===== config.mk =====
export PLATFORM = sky130hd
export DESIGN_NAME = spi_master_ctrl
export DESIGN_NICKNAME = d
export VERILOG_FILES = /design/src/rtl/spi_master_ctrl.sv
export SDC_FILE = /design/constraint.sdc
export NUM_CORES = 1
export LEC_CHECK = 0
export ABC_AREA = 1
export CORE_MARGIN = 2
export CORE_UTILIZATION = 45
export CTS_CLUSTER_DIAMETER = 120
export DETAILED_ROUTE_END_ITERATION = 12
export GPL_TIMING_DRIVEN = 0
export PLACE_DENSITY_LB_ADDON = 0.12
export RECOVER_POWER = 50
export SYNTH_ARGS = -nofsm -noshare
export SYNTH_HDL_FRONTEND = slang
export SYNTH_SLANG_ARGS = --single-unit
export TNS_END_PERCENT = 1

===== constraint.sdc =====
create_clock -name clk -period 3.4 [get_ports clk]
set_clock_uncertainty 0.05 [all_clocks]
set_input_delay 1.02 -clock clk [delete_from_list [all_inputs] [get_ports clk]]
set_output_delay 1.02 -clock clk [all_outputs]
set_load 0.01 [all_outputs]

===== src/rtl/spi_master_ctrl.sv =====
// SPI initiator: turns {cmd, payload} requests into SS_n/MOSI frames on clk
// and captures the MISO byte returned by read-data frames.
module spi_master_ctrl #(
  parameter int DATA_W     = 8,
  parameter int TURNAROUND = 1,
  parameter int IDLE_GAP   = 1
) (
  input  logic              clk,
  input  logic              rst,
  input  logic              start,
  input  logic [1:0]        cmd,
  input  logic [DATA_W-1:0] wr_data,
  output logic              busy,
  output logic              done,
  output logic [DATA_W-1:0] rd_data,
  output logic              rd_valid,
  output logic              SS_n,
  output logic              MOSI,
  input  logic              MISO
);

  // state  | meaning
  // IDLE   | SS_n high, waiting for start
  // SELECT | k=0, routing bit cmd[1] on MOSI
  // SEND   | k=1..FRAME_W, frame shifted out MSB first
  // TURN   | read-data only, MOSI low while the slave prepares its byte
  // RECV   | read-data only, DATA_W MISO bits shifted in
  // GAP    | SS_n high for IDLE_GAP cycles, done on the first one
  typedef enum logic [2:0] {
    S_IDLE,
    S_SELECT,
    S_SEND,
    S_TURN,
    S_RECV,
    S_GAP
  } state_t;

  localparam int FRAME_W = DATA_W + 2;
  localparam int CNT_W   = $clog2(FRAME_W);

  localparam logic [CNT_W-1:0] SEND_LAST = CNT_W'(FRAME_W - 1);
  localparam logic [CNT_W-1:0] TURN_LAST = CNT_W'(TURNAROUND - 1);
  localparam logic [CNT_W-1:0] RECV_LAST = CNT_W'(DATA_W - 1);
  localparam logic [CNT_W-1:0] GAP_LAST  = CNT_W'(IDLE_GAP - 1);
  localparam logic [CNT_W-1:0] CNT_ONE   = CNT_W'(1);

  state_t              state, state_nxt;
  logic [CNT_W-1:0]    cnt, cnt_nxt;
  logic [FRAME_W-1:0]  frame, frame_nxt;
  logic                is_rd, is_rd_nxt;
  logic [DATA_W-1:0]   rx_sh, rx_sh_nxt;
  logic [DATA_W-1:0]   rd_data_nxt;
  logic                busy_nxt, done_nxt, rd_valid_nxt, ss_n_nxt, mosi_nxt;

  always_ff @(posedge clk or posedge rst) begin
    if (rst) begin
      state    <= S_IDLE;
      cnt      <= '0;
      frame    <= '0;
      is_rd    <= 1'b0;
      rx_sh    <= '0;
      rd_data  <= '0;
      busy     <= 1'b0;
      done     <= 1'b0;
      rd_valid <= 1'b0;
      SS_n     <= 1'b1;
      MOSI     <= 1'b0;
    end else begin
      state    <= state_nxt;
      cnt      <= cnt_nxt;
      frame    <= frame_nxt;
      is_rd    <= is_rd_nxt;
      rx_sh    <= rx_sh_nxt;
      rd_data  <= rd_data_nxt;
      busy     <= busy_nxt;
      done     <= done_nxt;
      rd_valid <= rd_valid_nxt;
      SS_n     <= ss_n_nxt;
      MOSI     <= mosi_nxt;
    end
  end

  always_comb begin
    state_nxt    = state;
    cnt_nxt      = cnt;
    frame_nxt    = frame;
    is_rd_nxt    = is_rd;
    rx_sh_nxt    = rx_sh;
    rd_data_nxt  = rd_data;
    busy_nxt     = busy;
    done_nxt     = 1'b0;
    rd_valid_nxt = 1'b0;
    ss_n_nxt     = SS_n;
    mosi_nxt     = 1'b0;

    unique case (state)
      S_IDLE: begin
        ss_n_nxt = 1'b1;
        busy_nxt = 1'b0;
        if (start) begin
          frame_nxt = {cmd, wr_data};
          is_rd_nxt = (cmd == 2'b11);
          busy_nxt  = 1'b1;
          ss_n_nxt  = 1'b0;
          mosi_nxt  = cmd[1];
          state_nxt = S_SELECT;
        end
      end

      S_SELECT: begin
        mosi_nxt  = frame[FRAME_W-1];
        frame_nxt = frame << 1;
        cnt_nxt   = SEND_LAST;
        state_nxt = S_SEND;
      end

      S_SEND: begin
        if (cnt != '0) begin
          mosi_nxt  = frame[FRAME_W-1];
          frame_nxt = frame << 1;
          cnt_nxt   = cnt - CNT_ONE;
        end else if (is_rd) begin
          cnt_nxt   = TURN_LAST;
          state_nxt = S_TURN;
        end else begin
          ss_n_nxt  = 1'b1;
          done_nxt  = 1'b1;
          cnt_nxt   = GAP_LAST;
          state_nxt = S_GAP;
        end
      end

      S_TURN: begin
        if (cnt != '0) begin
          cnt_nxt = cnt - CNT_ONE;
        end else begin
          cnt_nxt   = RECV_LAST;
          state_nxt = S_RECV;
        end
      end

      // MISO is only looked at here, so junk outside RECV cannot reach rd_data
      S_RECV: begin
        rx_sh_nxt = {rx_sh[DATA_W-2:0], MISO};
        if (cnt != '0) begin
          cnt_nxt = cnt - CNT_ONE;
        end else begin
          rd_data_nxt  = {rx_sh[DATA_W-2:0], MISO};
          ss_n_nxt     = 1'b1;
          done_nxt     = 1'b1;
          rd_valid_nxt = 1'b1;
          cnt_nxt      = GAP_LAST;
          state_nxt    = S_GAP;
        end
      end

      S_GAP: begin
        ss_n_nxt = 1'b1;
        if (cnt != '0) begin
          cnt_nxt = cnt - CNT_ONE;
        end else begin
          busy_nxt  = 1'b0;
          state_nxt = S_IDLE;
        end
      end

      default: begin
        ss_n_nxt  = 1'b1;
        busy_nxt  = 1'b0;
        state_nxt = S_IDLE;
      end
    endcase
  end

endmodule


==> flow_metrics.tcl <==
set metrics [dict create \
    status "complete, no violations" \
    ys_top_cells_by_area "dfrtp_1 (47%), nand2_1 (20%), inv_1 (3.6%)" \
    ys_warn_count 0 \
    tightestPinTransition_ns 1.44 \
    crit_buf_inv 2 \
    start_util 0.462 \
    path_clk_slew_ns 0.07 \
    p_leak_nw 1.22 \
    hold_viol_final 0 \
    syn_nets 258 \
    synth-simple-area-share 0.318 \
    synth.avg_cell_area_um2 8.17 \
    cts_resized 0 \
    yosysMostFrequentCell "nand2_1" \
    timing.critical_path.slowest_stage_cell "inv_1" \
    syn_inst 243 \
    detailroute.via_count 1572 \
    place_area_um2 2310 \
    die_h_um 70.4 \
    grt_pass1_wl_mm 6.90 \
    io_buffer_count 26 \
    nets 291 \
    synth-edff-count 0 \
    end_kind "asynchronous set/reset pin" \
    hold_buffers 0 \
    seq_area_frac_synth 0.480 \
    cap_violations 0 \
    antenna_found_initial 0 \
    cp.arrival_ns 2.60 \
    cts_buffers 5 \
    antenna_cells 0 \
    setup_viol_count_final 0 \
    synthTopCellsByCount "nand2_1 (104), dfrtp_1 (37), inv_1 (19), o21ai_0 (12), inv_2 (9)" \
    synth_top_area_frac 0.467 \
    synth_adder_area_share 0.00631 \
    io_pins 27 \
    post-cts-setup-buffer-count 0 \
    r2r_setup_slack_ns 1.00 \
    dieArea_um2 4960 \
    grt_max_degree 39 \
    ys_ff_latch 38 \
    worst_setup_path_start_kind "input pin" \
    setup_tns_ns 0 \
    crit_path_cell_trace "dlygate4sd3_1 -> inv_1" \
    drive_above_1_share 0.134 \
    track_usage 0.174 \
    synthMuxAreaShare 0 \
    drt_iter0_markers 83 \
    wire_per_inst_um 11.7 \
    grt-ovfl-total 0 \
    yosysTopAreaCell "dfrtp_1" \
    period_minus_slack_ns 2.50 \
    worstPathRequired_ns 3.50 \
    cts_tree "built" \
    dp_hpwl_mm 2.68 \
    clkLatencyLatePin_ns 0.29 \
    yosys.area_share.xor_xnor 0.00883 \
    critPathTopFamily "buffers and inverters" \
    p_per_area_nw_per_um2 954 \
    async_reset_ff_frac 1.00 \
    relSlewSlack 0.0360 \
    mappedNetlistArea_um2 1980 \
    drtPass1Iterations 4 \
    clock_path_buffers 2 \
    critPathMaxStageDelay_ns 1.03 \
    irDropWorstVdd_mv 0.383 \
    yosysUniqueCellTypes 29 \
    rsz0062_at_grt "false" \
    drt-total-wl_mm 3.85 \
    vias_per_cell 4.78 \
    nFillCells 426 \
    postRouteAntennaNets 0 \
    synth_top_family_by_area "simple AND/OR/NAND/NOR gates" \
    worstHoldPathType "reg2reg" \
    synthToLayoutAreaGrowth_pct 18.5 \
    die_x_um 70.4 \
    gp_congestion 0.844 \
    route.detailed.drc 0 \
    design_area_um2 2350 \
    synth_compound_area_frac 0.0971 \
    clock_sink_count 38 \
    rows 24 \
    ctsRootBufferMaster "clkbuf_8" \
    max_freq_mhz 400 \
    grt_pass1_vias 1524 \
    yosys_most_used_dff "dfrtp_1" \
    postLayoutCoreUtil 0.547 \
    cts_htree_levels 2 \
    finalCritPeriodShare 0.734 \
    critPathMaxFanout 38 \
    coreArea_um2 4290 \
    critical_path_class "in2async" \
    final_max_slew_viol_count 0 \
]
-- per-layer routing --
metal  up-vias  part of all wire  GRT usage
li1        819                 -          -
met1       728              0.50      0.245
met2        21              0.46      0.262
met3         4             0.031     0.0433
met4         0             0.015     0.0577
met5         -                 0          0
-- sequential cells by signal, indices dropped and copies added (netlist names), 3 cells and up --
name / cells
cnt: 4
frame: 10
rd_data: 8
rx_sh: 7
state: 3
-- metrics by stage --
stage / instances / power, W / hold slack [ns] / worst slack, ns
2_1_floorplan: 243 / 0.00164 / 0.392 / 1.47
3_3_place_gp: 321 / 0.00193 / 0.406 / 0.557
3_5_place_dp: 321 / 0.00195 / 0.416 / 1.21
4_1_cts: 329 / 0.00234 / 0.432 / 0.972
5_1_grt: 329 / 0.00247 / 0.449 / 0.508
6_report: 329 / 0.00224 / 0.422 / 0.903
-- logic make-up (layout without fill, tap and decap cells) --
group | Yosys count | in the layout
simple gates | 135 | 135
flops | 38 | 38
fa+ha+maj | 1 | 1
compound gates | 31 | 31
buf+inv | 36 | 70
xor+xnor | 2 | 2
-- path summary, 6_finish.rpt --
path,start,end,depth (start not counted)
setup / recovery,rst,frame[0],2
hold / removal,SS_n,SS_n,2
setup reg to reg,state[1],done,7
hold reg to reg,SS_n,SS_n,2
max in group clk,SS_n,SS_n,1
min in group asynchronous,rst,rx_sh[2],2
-- area by class of cell --
class                   count  area [um2]  area share
inverters                  29         111      0.0474
multi-input cells         169         803       0.342
plain buffers               7        52.6      0.0224
flip-flops and latches     38         952       0.405
clock buffers               7        76.3      0.0325
clock inverters             1        30.0      0.0128
repair buffers             26         260       0.111
well taps                  52        65.1      0.0277
-- report_power, final --
part | switching (W) | internal, W
clock network | 0.000155 | 0.000220
logic | 0.000694 | 0.000439
registers | 0.0000858 | 0.000649
-- cells in the final DEF (no fill, tap or decap), types with 2 or more instances in the layout --
master           instances
buf_6                    3
nand3_2                  2
nand3_1                  9
a21oi_1                  3
o21ai_1                  2
o21ai_2                  4
clkbuf_1                 5
inv_1                   20
dfrtp_1                 37
inv_2                    8
clkbuf_8                 5
nor2_2                   2
nand4_1                  2
nor2_1                   5
clkdlybuf4s50_1         24
o21ai_0                 18
dlygate4sd3_1            2
nor2_8                   2
nand2_2                  6
nand2_1                106
Power figures use the tool's default switching activity.
